### src/rtl/bcm_plane_sequencer.sv
// BCM bit-plane sequencer: per plane, load ROW_COUNT words, latch them, then hold led_oe for BASE_TICKS << plane.
// Optional macro BCM_BLANK_EN inserts BLANK_TICKS blanking cycles between the final read and the latch strobe.
module bcm_plane_sequencer #(
    parameter  int PLANES      = 8,
    parameter  int ADDR_W      = 7,
    parameter  int ROW_COUNT   = 128,
    parameter  int BASE_TICKS  = 4,
    parameter  int BLANK_TICKS = 2,
    localparam int PSEL_W      = (PLANES > 1) ? $clog2(PLANES) : 1
) (
    input  logic              clk,
    input  logic              rst,
    input  logic              enable,
    output logic              rd_req,
    input  logic              rd_ack,
    output logic [ADDR_W-1:0] address,
    output logic [PSEL_W-1:0] plane_sel,
    output logic              operation_dn,
    output logic              latch,
    output logic              led_oe,
    output logic              frame_done,
    output logic              busy
);

    // One counter serves both the display hold and the blanking interval.
    localparam int DISP_MAX = BASE_TICKS << (PLANES - 1);
    localparam int CNT_MAX  = (DISP_MAX > BLANK_TICKS) ? DISP_MAX : BLANK_TICKS;
    localparam int CNT_W    = $clog2(CNT_MAX + 1);

    localparam logic [ADDR_W-1:0] LAST_ADDR  = ADDR_W'(ROW_COUNT - 1);
    localparam logic [PSEL_W-1:0] LAST_PLANE = PSEL_W'(PLANES - 1);

    typedef enum logic [2:0] {
        ST_IDLE    = 3'd0,
        ST_LOAD    = 3'd1,
        ST_BLANK   = 3'd2,
        ST_LATCH   = 3'd3,
        ST_DISPLAY = 3'd4,
        ST_NEXT    = 3'd5
    } state_t;

    state_t            r_state;
    logic [ADDR_W-1:0] r_address;
    logic [PSEL_W-1:0] r_plane_sel;
    logic [CNT_W-1:0]  r_cnt;
    logic              r_rd_req;
    logic              r_latch;
    logic              r_led_oe;
    logic              r_frame_done;
    logic              r_busy;

    // Counter preload for the display hold of a plane (count runs down to zero).
    function automatic logic [CNT_W-1:0] disp_load(input logic [PSEL_W-1:0] plane);
        return (CNT_W'(BASE_TICKS) << plane) - CNT_W'(1);
    endfunction

    // Sequencer FSM; every output except operation_dn is registered here.
    always_ff @(posedge clk) begin
        if (rst) begin
            r_state      <= ST_IDLE;
            r_address    <= '0;
            r_plane_sel  <= '0;
            r_cnt        <= '0;
            r_rd_req     <= 1'b0;
            r_latch      <= 1'b0;
            r_led_oe     <= 1'b0;
            r_frame_done <= 1'b0;
            r_busy       <= 1'b0;
        end else begin
            r_latch      <= 1'b0;
            r_frame_done <= 1'b0;
            case (r_state)
                ST_IDLE: begin
                    if (enable) begin
                        r_state  <= ST_LOAD;
                        r_rd_req <= 1'b1;
                        r_busy   <= 1'b1;
                    end else begin
                        r_busy   <= 1'b0;
                    end
                end
                ST_LOAD: begin
                    if (r_rd_req && rd_ack) begin
                        if (r_address == LAST_ADDR) begin
                            r_address <= '0;
                            r_rd_req  <= 1'b0;
`ifdef BCM_BLANK_EN
                            r_state   <= ST_BLANK;
                            r_cnt     <= CNT_W'(BLANK_TICKS - 1);
`else
                            r_state   <= ST_LATCH;
                            r_latch   <= 1'b1;
`endif
                        end else begin
                            r_address <= r_address + ADDR_W'(1);
                        end
                    end else begin
                        r_rd_req <= 1'b1;
                    end
                end
                ST_BLANK: begin
                    if (r_cnt == '0) begin
                        r_state <= ST_LATCH;
                        r_latch <= 1'b1;
                    end else begin
                        r_cnt   <= r_cnt - CNT_W'(1);
                    end
                end
                ST_LATCH: begin
                    r_state  <= ST_DISPLAY;
                    r_led_oe <= 1'b1;
                    r_cnt    <= disp_load(r_plane_sel);
                end
                ST_DISPLAY: begin
                    if (r_cnt == '0) begin
                        r_state      <= ST_NEXT;
                        r_led_oe     <= 1'b0;
                        r_frame_done <= (r_plane_sel == LAST_PLANE);
                    end else begin
                        r_cnt        <= r_cnt - CNT_W'(1);
                    end
                end
                ST_NEXT: begin
                    // Enable is only honoured here at the frame boundary.
                    if (r_plane_sel != LAST_PLANE) begin
                        r_plane_sel <= r_plane_sel + PSEL_W'(1);
                        r_state     <= ST_LOAD;
                        r_rd_req    <= 1'b1;
                    end else begin
                        r_plane_sel <= '0;
                        if (enable) begin
                            r_state  <= ST_LOAD;
                            r_rd_req <= 1'b1;
                        end else begin
                            r_state  <= ST_IDLE;
                            r_busy   <= 1'b0;
                        end
                    end
                end
                default: begin
                    r_state     <= ST_IDLE;
                    r_address   <= '0;
                    r_plane_sel <= '0;
                    r_rd_req    <= 1'b0;
                    r_led_oe    <= 1'b0;
                    r_busy      <= 1'b0;
                end
            endcase
        end
    end

    // The advance pulse must coincide with the accepting ack, so it is the only combinational output.
    assign operation_dn = r_rd_req & rd_ack;
    assign rd_req       = r_rd_req;
    assign address      = r_address;
    assign plane_sel    = r_plane_sel;
    assign latch        = r_latch;
    assign led_oe       = r_led_oe;
    assign frame_done   = r_frame_done;
    assign busy         = r_busy;

endmodule

### config.mk
export PLATFORM = sky130hd
export DESIGN_NAME = bcm_plane_sequencer
export DESIGN_NICKNAME = d
export VERILOG_FILES = /design/src/rtl/bcm_plane_sequencer.sv
export SDC_FILE = /design/constraint.sdc
export NUM_CORES = 1
export LEC_CHECK = 0
export CAP_MARGIN = 20
export CORE_ASPECT_RATIO = 1.4
export CORE_UTILIZATION = 59
export DETAILED_ROUTE_END_ITERATION = 12
export GPL_ROUTABILITY_DRIVEN = 0
export HOLD_SLACK_MARGIN = 0.05
export PLACE_DENSITY = 0.85
export SLEW_MARGIN = 20
export SYNTH_ARGS = -nofsm -noshare
export SYNTH_HDL_FRONTEND = slang
export SYNTH_SLANG_ARGS = --single-unit
### constraint.sdc
create_clock -name clk -period 4.2 [get_ports clk]
set_clock_uncertainty 0.15 [all_clocks]
set_input_delay 0.42 -clock clk [delete_from_list [all_inputs] [get_ports clk]]
set_output_delay 0.42 -clock clk [all_outputs]
set_load 0.02 [all_outputs]
=== After elaboration in Yosys (flattened, before gate mapping) ===
Cells that the tools add are included.

* Shifts and indexed selects: 1
* Equality and inequality tests: 17
* Add/sub/neg operators: 4
* Reductions and logical operators: 17
* Magnitude comparators: 0
* Bitwise logic cells: 7
* Div/mod/pow operators: 0
* Multipliers: 0
* Multiplexer cells: 30

{| class="wikitable"
|+ Operators with widths
! operator !! number
|-
| $pmux W10 S2 || 1
|-
| $mux W3 || 6
|-
| $pmux W3 S6 || 1
|-
| $ne A2 B2 Y1 const B || 8
|-
| $mux W7 || 2
|-
| $pmux W7 S2 || 1
|-
| $mux W1 || 13
|-
| $logic_not A10 Y1 || 1
|-
| $mux W10 || 1
|-
| $reduce_or A5 Y1 || 2
|-
| $shl A3 B3 Y10 const A || 1
|-
| $sub A10 B1 Y10 const B || 1
|-
| $sub A10 B2 Y10 const B || 1
|-
| $eq A3 B3 Y1 const B || 3
|-
| $reduce_and A2 Y1 || 4
|-
| $reduce_or A4 Y1 || 2
|-
| $add A7 B1 Y7 const B || 1
|-
| $eq A7 B7 Y1 const B || 1
|-
| $eq A3 B2 Y1 const B || 2
|-
| $ne A3 B3 Y1 const B || 2
|-
| $not A1 Y1 || 6
|-
| $pmux W1 S3 || 2
|-
| $pmux W3 S2 || 1
|-
| $reduce_or A3 Y1 || 2
|-
| 11 further kinds || 11
|}

* Memories: 0
* Input bits: 4
* Output and inout bits: 16
* Register bits after elaboration: 28
* Bits in latches: 0
* Bits in writable memories: 0
* Logic and storage cells: 85
* Memory bits (read-only): 0

=== Longest topological paths before layout ===
Gate-level depths: netlist of run 1.

* Word-level depth: 4
* Mapped depth: 10
* Mapped depth without buffers: 9

=== Least setup slack after synthesis of run 1 ===
Ideal clock, no wire load.

* Path type: register to register
* From: register r_plane_sel[0], in the netlist plane_sel[0]
* To: register r_cnt[8]
* Path slack: 1911 ps
* Buffers on the path: 1
* Cell stages (with the launch flop): 11
* Arrival time: 2069 ps
* Setup time: 71 ps
* Cells stage by stage: dfxtp_1 inv_1 ha_1 clkbuf_1 nand2_1 ha_1 nand2b_1 or3b_2 a21oi_1 o21ai_0 a21oi_1

* Cells in the longest elaborated chain, start to end: 3

{| class="wikitable"
|+ RTL lines
! element !! RTL line !! source
|-
| start, declared || 44 || <nowiki>logic [PSEL_W-1:0] r_plane_sel;</nowiki>
|-
| start signal, assigned || 126 || <nowiki>r_plane_sel <= r_plane_sel + PSEL_W'(1);</nowiki>
|-
| $shl A3 B3 Y10 || 54 || <nowiki>return (CNT_W'(BASE_TICKS) << plane) - CNT_W'(1);</nowiki>
|-
| $sub A10 B2 Y10 || 54 ||
|-
| $pmux W10 S2 || 72 || <nowiki>case (r_state)</nowiki>
|-
| end signal, assigned || 106 || <nowiki>r_cnt <= r_cnt - CNT_W'(1);</nowiki>
|-
| end signal, assigned || 112 || <nowiki>r_cnt <= disp_load(r_plane_sel);</nowiki>
|-
| end signal, assigned || 120 || <nowiki>r_cnt <= r_cnt - CNT_W'(1);</nowiki>
|-
| end, declared || 45 || <nowiki>logic [CNT_W-1:0] r_cnt;</nowiki>
|}

No other way between the ends.
A chain may end at the register's enable or synchronous reset.

=== Worst setup path after layout of run 1 ===
* From: register r_state[1]
* To: register r_cnt[6]

* Cells in the longest elaborated chain, start to end: 4
* Elaborated cells on any way between the ends: 8
* Classes of those cells: eq/ne: 4; mux: 1; reduce/logical: 3

{| class="wikitable"
|+ RTL lines
! element !! RTL line !! source
|-
| start, declared || 42 || <nowiki>state_t r_state;</nowiki>
|-
| start signal, assigned || 60 || <nowiki>r_state <= ST_IDLE;</nowiki>
|-
| start signal, assigned || 75 || <nowiki>r_state <= ST_LOAD;</nowiki>
|-
| start signal, assigned || 91 || <nowiki>r_state <= ST_LATCH;</nowiki>
|-
| $eq A3 B3 Y1 / $eq A3 B2 Y1 (equally long branches) || 72 ||
|-
| $reduce_or A2 Y1 (no line) || - ||
|-
| $ne A2 B2 Y1 (no line) / $reduce_bool A2 Y1 (equally long branches) || - ||
|-
| $reduce_and A2 Y1 (no line) || - ||
|}

Parallel ways exist; a longest one is shown, timed or not.

==> results of run 1 <==
## cell usage in the layout, fill, tap and decap left out, drive strengths merged, types with 2 or more instances in the layout
cell / count
nor2: 31
nor2b: 3
nand2: 18
and3: 2
inv: 8
dfxtp: 28
a21oi: 22
nor3: 13
o21a: 2
a211o: 2
or3b: 2
or4: 4
a32oi: 2
o21ai: 19
ha: 10
clkdlybuf4s50: 19
nand3: 3
xor2: 6
clkbuf: 4
a31oi: 2
nand4: 2
nor4: 4
nand2b: 2
xnor2: 4
## cell families after synthesis
| group | Yosys count | share of synthesized area (%) |
|---|---|---|
| AND/OR/NAND/NOR | 91 | 27.5 |
| AO/OA/AOI/OAI | 59 | 21.0 |
| flip-flops | 28 | 32.8 |
| buffers and inverters | 20 | 4.99 |
| XOR/XNOR | 10 | 5.13 |
| adder cells (fa/ha/maj) | 10 | 7.33 |
| multiplexers | 2 | 1.25 |
## state kept, by name, indices dropped and copies added, names as in the netlist
name and cells:
address 7, busy 1, frame_done 1, latch 1, led_oe 1, plane_sel 3, r_cnt 10, r_state 3
rd_req 1
## power breakdown
group          internal, uW  switching, uW
logic                  14.1           18.0
registers               269           5.78
clock network          53.2           83.1
## worst max-delay path: stages, from the launching register on
cell and delay (ns):
dfxtp_1 0.66, nor2b_1 0.39, o21ai_1 0.37, or4_1 0.58, o21a_1 0.12, o22ai_1 0.11
## stage by stage
stage | cells | cell area [sq um] | total power (uW)
after floorplan | 220 | 1710 | 299
after global placement | 263 | 1890 | 311
after detailed placement | 263 | 1890 | 312
after CTS | 267 | 1920 | 444
after global routing | 267 | 1920 | 454
final | 267 | 1920 | 443
## routing by layer
metal | vias up | GRT usage, % | routed length, um
met5 | - | 0 | 0
met4 | 0 | 14.6 | 141
met3 | 16 | 6.87 | 160
met2 | 64 | 47.9 | 2110
met1 | 792 | 33.1 | 1580
li1 | 809 | - | -
## area by class of cell
cell class	count	share of cell area, %
multi-input cells	172	55.2
flip-flops and latches	28	29.1
well taps	36	2.34
clock buffers	4	1.89
inverters	8	1.56
repair buffers	19	9.89
## worst max-delay path by stage
stage	start	end	cells after the start
global route	r_state[1]	r_cnt[0]	5
detailed placement	r_state[1]	r_cnt[0]	5
global placement	r_state[1]	r_cnt[6]	5
CTS	r_state[1]	r_cnt[0]	5
finish	r_state[1]	r_cnt[6]	5
floorplan	plane_sel[0]	r_cnt[8]	10
==> flow_summary.json, run 1 <==
{
  "status": "finished, final reports clean",
  "rr_endpoint": "r_cnt[6]",
  "ios": 20,
  "cap_violations": 0,
  "cts.htree.levels": 1,
  "async_flop_share_pct": 0,
  "yosysWarningCount": 0,
  "drtIter0Drc": 76,
  "grt_pass1_vias": 1513,
  "clock_latency_ns": 0.33,
  "initial_core_util_pct": 63.9,
  "antenna_found_initial": 0,
  "synth.area.top_cells": "dfxtp_1 (33%), ha_1 (7.3%), nor2_1 (6.8%), a21oi_1 (6.5%), nand2_1 (4.0%)",
  "synth_common_cells": "nor2_1 (31), dfxtp_1 (28), a21oi_1 (22)",
  "leakagePower_uw": 0.000715,
  "cts_tree": "done",
  "synth_edf_count": 0,
  "rsz0062_at_grt": "no",
  "dieArea_sq_um": 3110,
  "tns_ns": 0,
  "nNetsFinal": 246,
  "vias": 1681,
  "cts_made_buffers": 3,
  "path_max_fanout": 18,
  "grt_pass1_wl_um": 6640,
  "whs_ns": 0.336,
  "antenna_left": 0,
  "clock_path_buffers": 2,
  "core_area_sq_um": 2670,
  "layout-drive-gt1-share_pct": 5.19,
  "port_buffers": 19,
  "yosysTopAreaCell": "dfxtp_1",
  "min_period_ns": 2.45,
  "wire_per_inst_um": 14.9,
  "r2r_cells": 5,
  "whs_path_depth": 2,
  "critPathRequiredTime_ns": 4.32,
  "cts_resized": 0,
  "setup_viol": 0,
  "clk_pin_slew_ns": 0.16,
  "worst_slack_ns": 1.75,
  "die_w_um": 47.5,
  "min_period_over_period_pct": 58.4,
  "synth_flop_cell": "dfxtp_1",
  "ys_seq_area_share_pct": 32.8,
  "fillers": 223,
  "grt_max_degree": 25,
  "fin_util_pct": 72.0,
  "r2r-start": "r_state[1]",
  "cts_sinks": 28,
  "cp-end-kind": "flip-flop",
  "synth_most_common_cell": "nor2_1",
  "min_from": "led_oe",
  "final_hold_viol_count": 0,
  "dr.pass1.iters": 4,
  "fp-row-count": 22,
  "cp_data_arrival_time_ns": 2.57,
  "syn_area_sq_um": 1710,
  "viasPerCell": 6.30,
  "drc": 0,
  "hold_buffers": 0,
  "synth_top_cell_area_share_pct": 32.8,
  "hold_end": "led_oe",
  "place.detailed.hpwl_um": 2900,
  "postCtsSetupBuffers": 0,
  "overflow": 0,
  "slew_violations": 0,
  "max_freq_mhz": 408,
  "ys_seq_elements": 28,
  "cts_root_buf": "clkbuf_4",
  "tightest_slew_ns": 0.849,
  "synth.distinct_cells": 47,
  "power_density_nw_per_um2": 230,
  "maxSlewHeadroom_pct": 43.0,
  "die_h_um": 65.6,
  "synth_nets": 234,
  "place_ws_ns": 1.80,
  "seqCellArea_sq_um": 561,
  "postSynthCellCount": 220,
  "track_usage_pct": 29.0,
  "syn_area_per_cell_sq_um": 7.76,
  "irDropWorstVdd_mv": 0.230,
  "start_kind": "flip-flop",
  "diodes": 0,
  "crit_type": "flip-flop to flip-flop",
  "multi_input_area_sq_um": 1060,
  "hold_path_class": "flip-flop to flip-flop",
  "wl_um": 3990,
  "reg2reg_slack_ns": 1.75,
  "syn2layout_area_growth_pct": 12.7
}
No activity file was read; power rests on OpenSTA's default activity.
==> run 2: changes to the inputs <==
--- a/config.mk
+++ b/config.mk
@@ -7,11 +7,11 @@
 export LEC_CHECK = 0
 export CAP_MARGIN = 20
 export CORE_ASPECT_RATIO = 1.4
-export CORE_UTILIZATION = 59
+export CORE_UTILIZATION = 55
 export DETAILED_ROUTE_END_ITERATION = 12
 export GPL_ROUTABILITY_DRIVEN = 0
 export HOLD_SLACK_MARGIN = 0.05
-export PLACE_DENSITY = 0.85
+export PLACE_DENSITY = 0.8
 export SLEW_MARGIN = 20
 export SYNTH_ARGS = -nofsm -noshare
 export SYNTH_HDL_FRONTEND = slang
==> constraint.sdc (replaced) <==
create_clock -name clk -period 2.5 [get_ports clk]
set_clock_uncertainty 0.15 [all_clocks]
set_input_delay 0.25 -clock clk [delete_from_list [all_inputs] [get_ports clk]]
set_output_delay 0.25 -clock clk [all_outputs]
set_load 0.02 [all_outputs]
==> run 2 against run 1 <==
Power rose by 98%. Global-route usage fell by 2.2 points. Routed wire length rose by 2.2%. Die area is 7.0% higher. Sequential share of layout area is 1.4 points lower. First-iteration DRC count decreased by 21%. Final area grew 5.0%. Combinational power up 99%.
==> flow_summary.json, run 2 (synthesized netlist as in run 1, its figures left out) <==
{
  "dp.cells": 272,
  "wl_um": 4080,
  "top_register": "r_cnt",
  "min_period_ns": 2.27,
  "wire_per_inst_um": 14.8,
  "grt_max_degree": 24,
  "vias": 1723,
  "layoutNonFillerInstCount": 276,
  "antenna_found_initial": 0,
  "nNetsFinal": 254,
  "rr_endpoint": "r_cnt[8]",
  "layout_common_cells": "nor2_1 (31), dfxtp_1 (28), a21oi_1 (22), clkdlybuf4s50_1 (19), nand2_1 (18)",
  "final_hold_viol_count": 0,
  "drc": 0,
  "r2r_cells": 9,
  "diodes": 0,
  "viasPerCell": 6.24,
  "r2r-start": "plane_sel[0]",
  "min_from": "led_oe",
  "port_buffers": 19,
  "fin_util_pct": 69.5,
  "dr.pass1.iters": 4,
  "path_max_fanout": 8,
  "cts_root_buf": "clkbuf_8",
  "irDropWorstVdd_mv": 0.333,
  "fp-row-count": 23,
  "initial_core_util_pct": 58.7,
  "power_density_nw_per_um2": 434,
  "max_freq_mhz": 441,
  "clock_latency_ns": 0.28,
  "fillers": 238,
  "grt_pass1_vias": 1615,
  "dieArea_sq_um": 3330,
  "layout-drive-gt1-share_pct": 8.37,
  "tightest_slew_ns": 0.486,
  "die_w_um": 49.1,
  "seqCellArea_sq_um": 561,
  "whs_path_depth": 2,
  "hold_end": "led_oe",
  "cp_data_arrival_time_ns": 2.33,
  "track_usage_pct": 26.8,
  "ios": 20,
  "cap_violations": 0,
  "overflow": 0,
  "start_kind": "flip-flop",
  "place.detailed.hpwl_um": 3060,
  "multi_input_area_sq_um": 1060,
  "cts_made_buffers": 3,
  "grt_pass1_wl_um": 6820,
  "status": "finished, final reports clean",
  "clock_path_buffers": 2,
  "maxSlewHeadroom_pct": 67.6,
  "die_h_um": 67.9,
  "hold_path_class": "flip-flop to flip-flop",
  "cts.htree.levels": 1,
  "hold_buffers": 0,
  "setup_viol": 0,
  "leakagePower_uw": 0.000770,
  "final_common_cell": "nor2_1",
  "tns_ns": 0,
  "crit_start": "plane_sel[0]",
  "slew_violations": 0,
  "cp-end-kind": "flip-flop",
  "reg2reg_slack_ns": 0.23,
  "cts_tree": "done",
  "core_area_sq_um": 2910,
  "largest_reg_flops": 10,
  "cts_sinks": 28,
  "drtIter0Drc": 60,
  "min_period_over_period_pct": 90.8,
  "postCtsSetupBuffers": 0,
  "clk_pin_slew_ns": 0.09,
  "rsz0062_at_grt": "no",
  "antenna_left": 0,
  "syn2layout_area_growth_pct": 18.3,
  "critPathRequiredTime_ns": 2.57,
  "crit_type": "flip-flop to flip-flop"
}
run 2: changes by cell type in the layout (fill, tap and decap cells not counted):
| cell | delta |
|---|---|
| buf_4 | +8 |
| clkbuf_4 | -3 |
| clkbuf_8 | +2 |
| bufinv_16 | +1 |
| o311ai_0 | -1 |
| o311ai_1 | +1 |
run 2: worst max-delay path by stage:
stage,end,cells after the start
3_5_place_dp,r_cnt[8],9
2_1_floorplan,r_cnt[8],10
3_3_place_gp,r_cnt[8],9
4_1_cts,r_cnt[8],9
6_report,r_cnt[8],9
5_1_grt,r_cnt[8],9
run 2: power breakdown:
group / switching (uW) / internal, uW
logic: 36.5 / 27.3
registers: 5.14 / 450
clock network: 142 / 215
total: 184 / 692
run 2: area by class of cell:
cell class              count  share of cell area, %
multi-input cells         172                   52.5
inverters                   8                   1.49
clock inverters             1                   1.49
flip-flops and latches     28                   27.8
well taps                  37                   2.29
clock buffers               3                   2.04
repair buffers             27                   12.4
run 2: metal layers:
layer	vias up	global-route usage, %	wire [um]
li1	822	-	-
met1	816	27.6	1500
met2	66	50.0	2170
met3	19	3.33	218
met4	0	19.9	189
met5	-	0	0
run 2: critical path, stage by stage, from the launching register on:
cell and delay, ns:
dfxtp_1 0.44, inv_1 0.09, ha_1 0.30, nand2_1 0.10, ha_1 0.18, nand2b_1 0.12, or3b_2 0.46, a21oi_1 0.14
o21ai_0 0.08, a21oi_1 0.14
run 2: per-stage QoR:
| step | hold WS (ns) | area [sq um] | total power, uW | setup slack [ns] |
|---|---|---|---|---|
| 5_1_grt | 0.345 | 2020 | 908 | 0.0147 |
| 2_1_floorplan | 0.271 | 1710 | 503 | 0.211 |
| 3_5_place_dp | 0.306 | 1950 | 529 | 0.276 |
| 4_1_cts | 0.321 | 2020 | 884 | 0.243 |
| 6_report | 0.322 | 2020 | 876 | 0.231 |
| 3_3_place_gp | 0.296 | 1950 | 528 | 0.357 |
run 2: what timing repair did:
item                                    CTS  global route
endpoints found under the setup margin    0             1
endpoints found under the hold margin     0             0
resized for setup                         0             1
==> run 3: changes to the inputs <==
--- a/config.mk
+++ b/config.mk
@@ -12,6 +12,7 @@
 export GPL_ROUTABILITY_DRIVEN = 0
 export HOLD_SLACK_MARGIN = 0.05
 export PLACE_DENSITY = 0.8
+export SKIP_LAST_GASP = 1
 export SLEW_MARGIN = 20
 export SYNTH_ARGS = -nofsm -noshare
 export SYNTH_HDL_FRONTEND = slang
==> results of run 3 <==
Same layout as run 2: the final DEF is identical, and so are final timing and power.
==> edit, RTL diff (flow settings as in run 3) <==
The parameter `ROW_COUNT` goes from 128 to 64.
--- a/src/rtl/bcm_plane_sequencer.sv
+++ b/src/rtl/bcm_plane_sequencer.sv
@@ -4,5 +4,5 @@
     parameter  int PLANES      = 8,
     parameter  int ADDR_W      = 7,
-    parameter  int ROW_COUNT   = 128,
+    parameter  int ROW_COUNT   = 64,
     parameter  int BASE_TICKS  = 4,
     parameter  int BLANK_TICKS = 2,
Check against the original RTL: no difference found for any inputs over 10 cycles, from zero or initial values and one cycle with rst high; that may be too few to reach the edited logic, so the function may still have changed.
==> edit against run 3 <==
Routed wire length increased by 4.3%. Die area up 0.15%. Area after synthesis rose by 0.15%. Sequential cell count unchanged. Highest routed layer unchanged. Via count fell by 2.3%. Total power grew 0.89%. Worst setup slack lost 0.16 ns. Final area increased by 1.4%.
==> edit: results (changes against run 3) <==
[grt]
grt_max_degree = 18  ; -25%
grtUsageMet3 = 0.0356  ; +0.00222
grt_pass1_vias = 1646  ; +1.9%
grt_pass1_wl_mm = 6.68  ; -2.0%
grt_use_total = 0.258  ; -0.0107
grt_use_met2 = 0.510  ; +0.0103
antenna_found_initial = 0  ; unchanged
grtUsageMet1 = 0.251  ; -0.0252

[placed_design]
portBuffers = 19  ; unchanged
placed_cells = 268  ; -1.5%
hpwl_mm = 3.14  ; +2.6%

[critical_path]
crit_type = reg -> reg
crit_path_start = plane_sel[1]
reg2regPathDepth = 9  ; unchanged
r2r_slack_ns = 0.08  ; -0.16 ns
arrival_ns = 2.41  ; +0.08 ns
critPathMaxFanout = 6  ; -2

[synthesis]
synth_commonest_cells = dfxtp_1 (28), nor2_1 (27), a21oi_1 (20)
synth_nets = 227  ; -3.0%
seq_area_frac_synth = 0.328  ; -0.000481
synth_flop_cell = dfxtp_1
async_reset_ff_frac = 0  ; unchanged
synth-xor-area-share = 0.0564  ; +0.00505
synth_compound_area_frac = 0.212  ; +0.00189
yosys.area_share.adder = 0.0732  ; -0.000107
synth.area.top_cells = dfxtp_1 (33%), ha_1 (7.3%), nor2_1 (5.9%)
yosys_warnings = 0  ; unchanged
avgSynthCellArea_um2 = 8.02  ; +3.4%
synth.area.mux_share = 0.00586  ; -0.00661
synth_cell_types = 47  ; unchanged

[final_layout]
top_register = r_cnt
layout-drive-gt1-share = 0.106  ; +0.0227
fill_cells = 244  ; +2.5%
fin_cells = 272  ; -1.4%
insertedDiodeCount = 0  ; unchanged
fin_nets = 250  ; -1.6%
largest_reg_flops = 10  ; unchanged

[cts]
cts_setup_buffers = 0  ; unchanged
clockRootBuffer = clkbuf_8
cts_resized = 0  ; unchanged
cts_max_level = 1  ; unchanged
numCtsBuffers = 3  ; unchanged

[power]
power.leakage_nw = 0.794  ; +3.1%
ir_worst_vdd_mv = 0.415  ; +25%

[worst_hold_path]
hold_path.class = reg -> reg

[drt]
post_drt_wl_per_cell_um = 15.6  ; +5.8%
drt_iter0_markers = 71  ; +18%
vias_per_cell = 6.19  ; -0.89%
drcViolationCount = 0  ; unchanged

[sta]
setup_viol = 0  ; unchanged
tightest_slew_ns = 0.697  ; +0.211 ns

[status]
status = finished, final reports clean

## edit: cell type report
class                   instances  share of cell area
flip-flops and latches         28               0.275
clock buffers                   3              0.0202
repair buffers                 28               0.126
clock inverters                 1              0.0147
inverters                      10              0.0183
well taps                      37              0.0226
multi-input cells             165               0.523
## edit: routing by layer
layer	routed length [um]	vias up	share of wire
li1	-	811	-
met1	1700	800	0.40
met2	2260	60	0.53
met3	183	12	0.043
met4	108	0	0.025
met5	0	-	0
## edit: metrics by stage
step,hold WS (ns),instance area (um^2),setup slack (ns)
after floorplan,0.271,1710,0.0274
after global placement,0.303,1970,0.199
after detailed placement,0.298,1970,0.0439
after CTS,0.311,2050,0.0435
after global routing,0.339,2050,0.0142
final,0.308,2050,0.0750
## edit: where the power goes
group	leakage (nW)	switching, mW	internal (mW)
clock network	0.0357	0.145	0.215
registers	0.227	0.00964	0.451
logic	0.531	0.0356	0.0282
## edit: critical path: stages, from the launching register on
cell	delay, ns
dfxtp_2	0.38
inv_1	0.07
ha_1	0.26
nand2_1	0.10
ha_1	0.21
or4b_2	0.60
a32oi_1	0.23
nor2_1	0.05
o21ai_0	0.15
a21oi_1	0.08
## edit: cells by family (layout without fill, tap and decap cells)
kind of cell,count (synthesis),count (layout)
buffers and inverters,20,42
xor gates and xnor gates,11,11
DFF,28,28
AOI/OAI and AO/OA,53,53
adders and majority gates,10,10
muxes,1,1
and+or+nand+nor,90,90
## edit: how the worst min path moves through the flow
stage	from	end	slack [ns]	cells after the start
2_1_floorplan	enable	busy	0.27	2
3_3_place_gp	led_oe	led_oe	0.30	2
3_5_place_dp	led_oe	led_oe	0.30	2
4_1_cts	led_oe	led_oe	0.31	2
5_1_grt	led_oe	led_oe	0.34	2
6_report	led_oe	led_oe	0.31	2
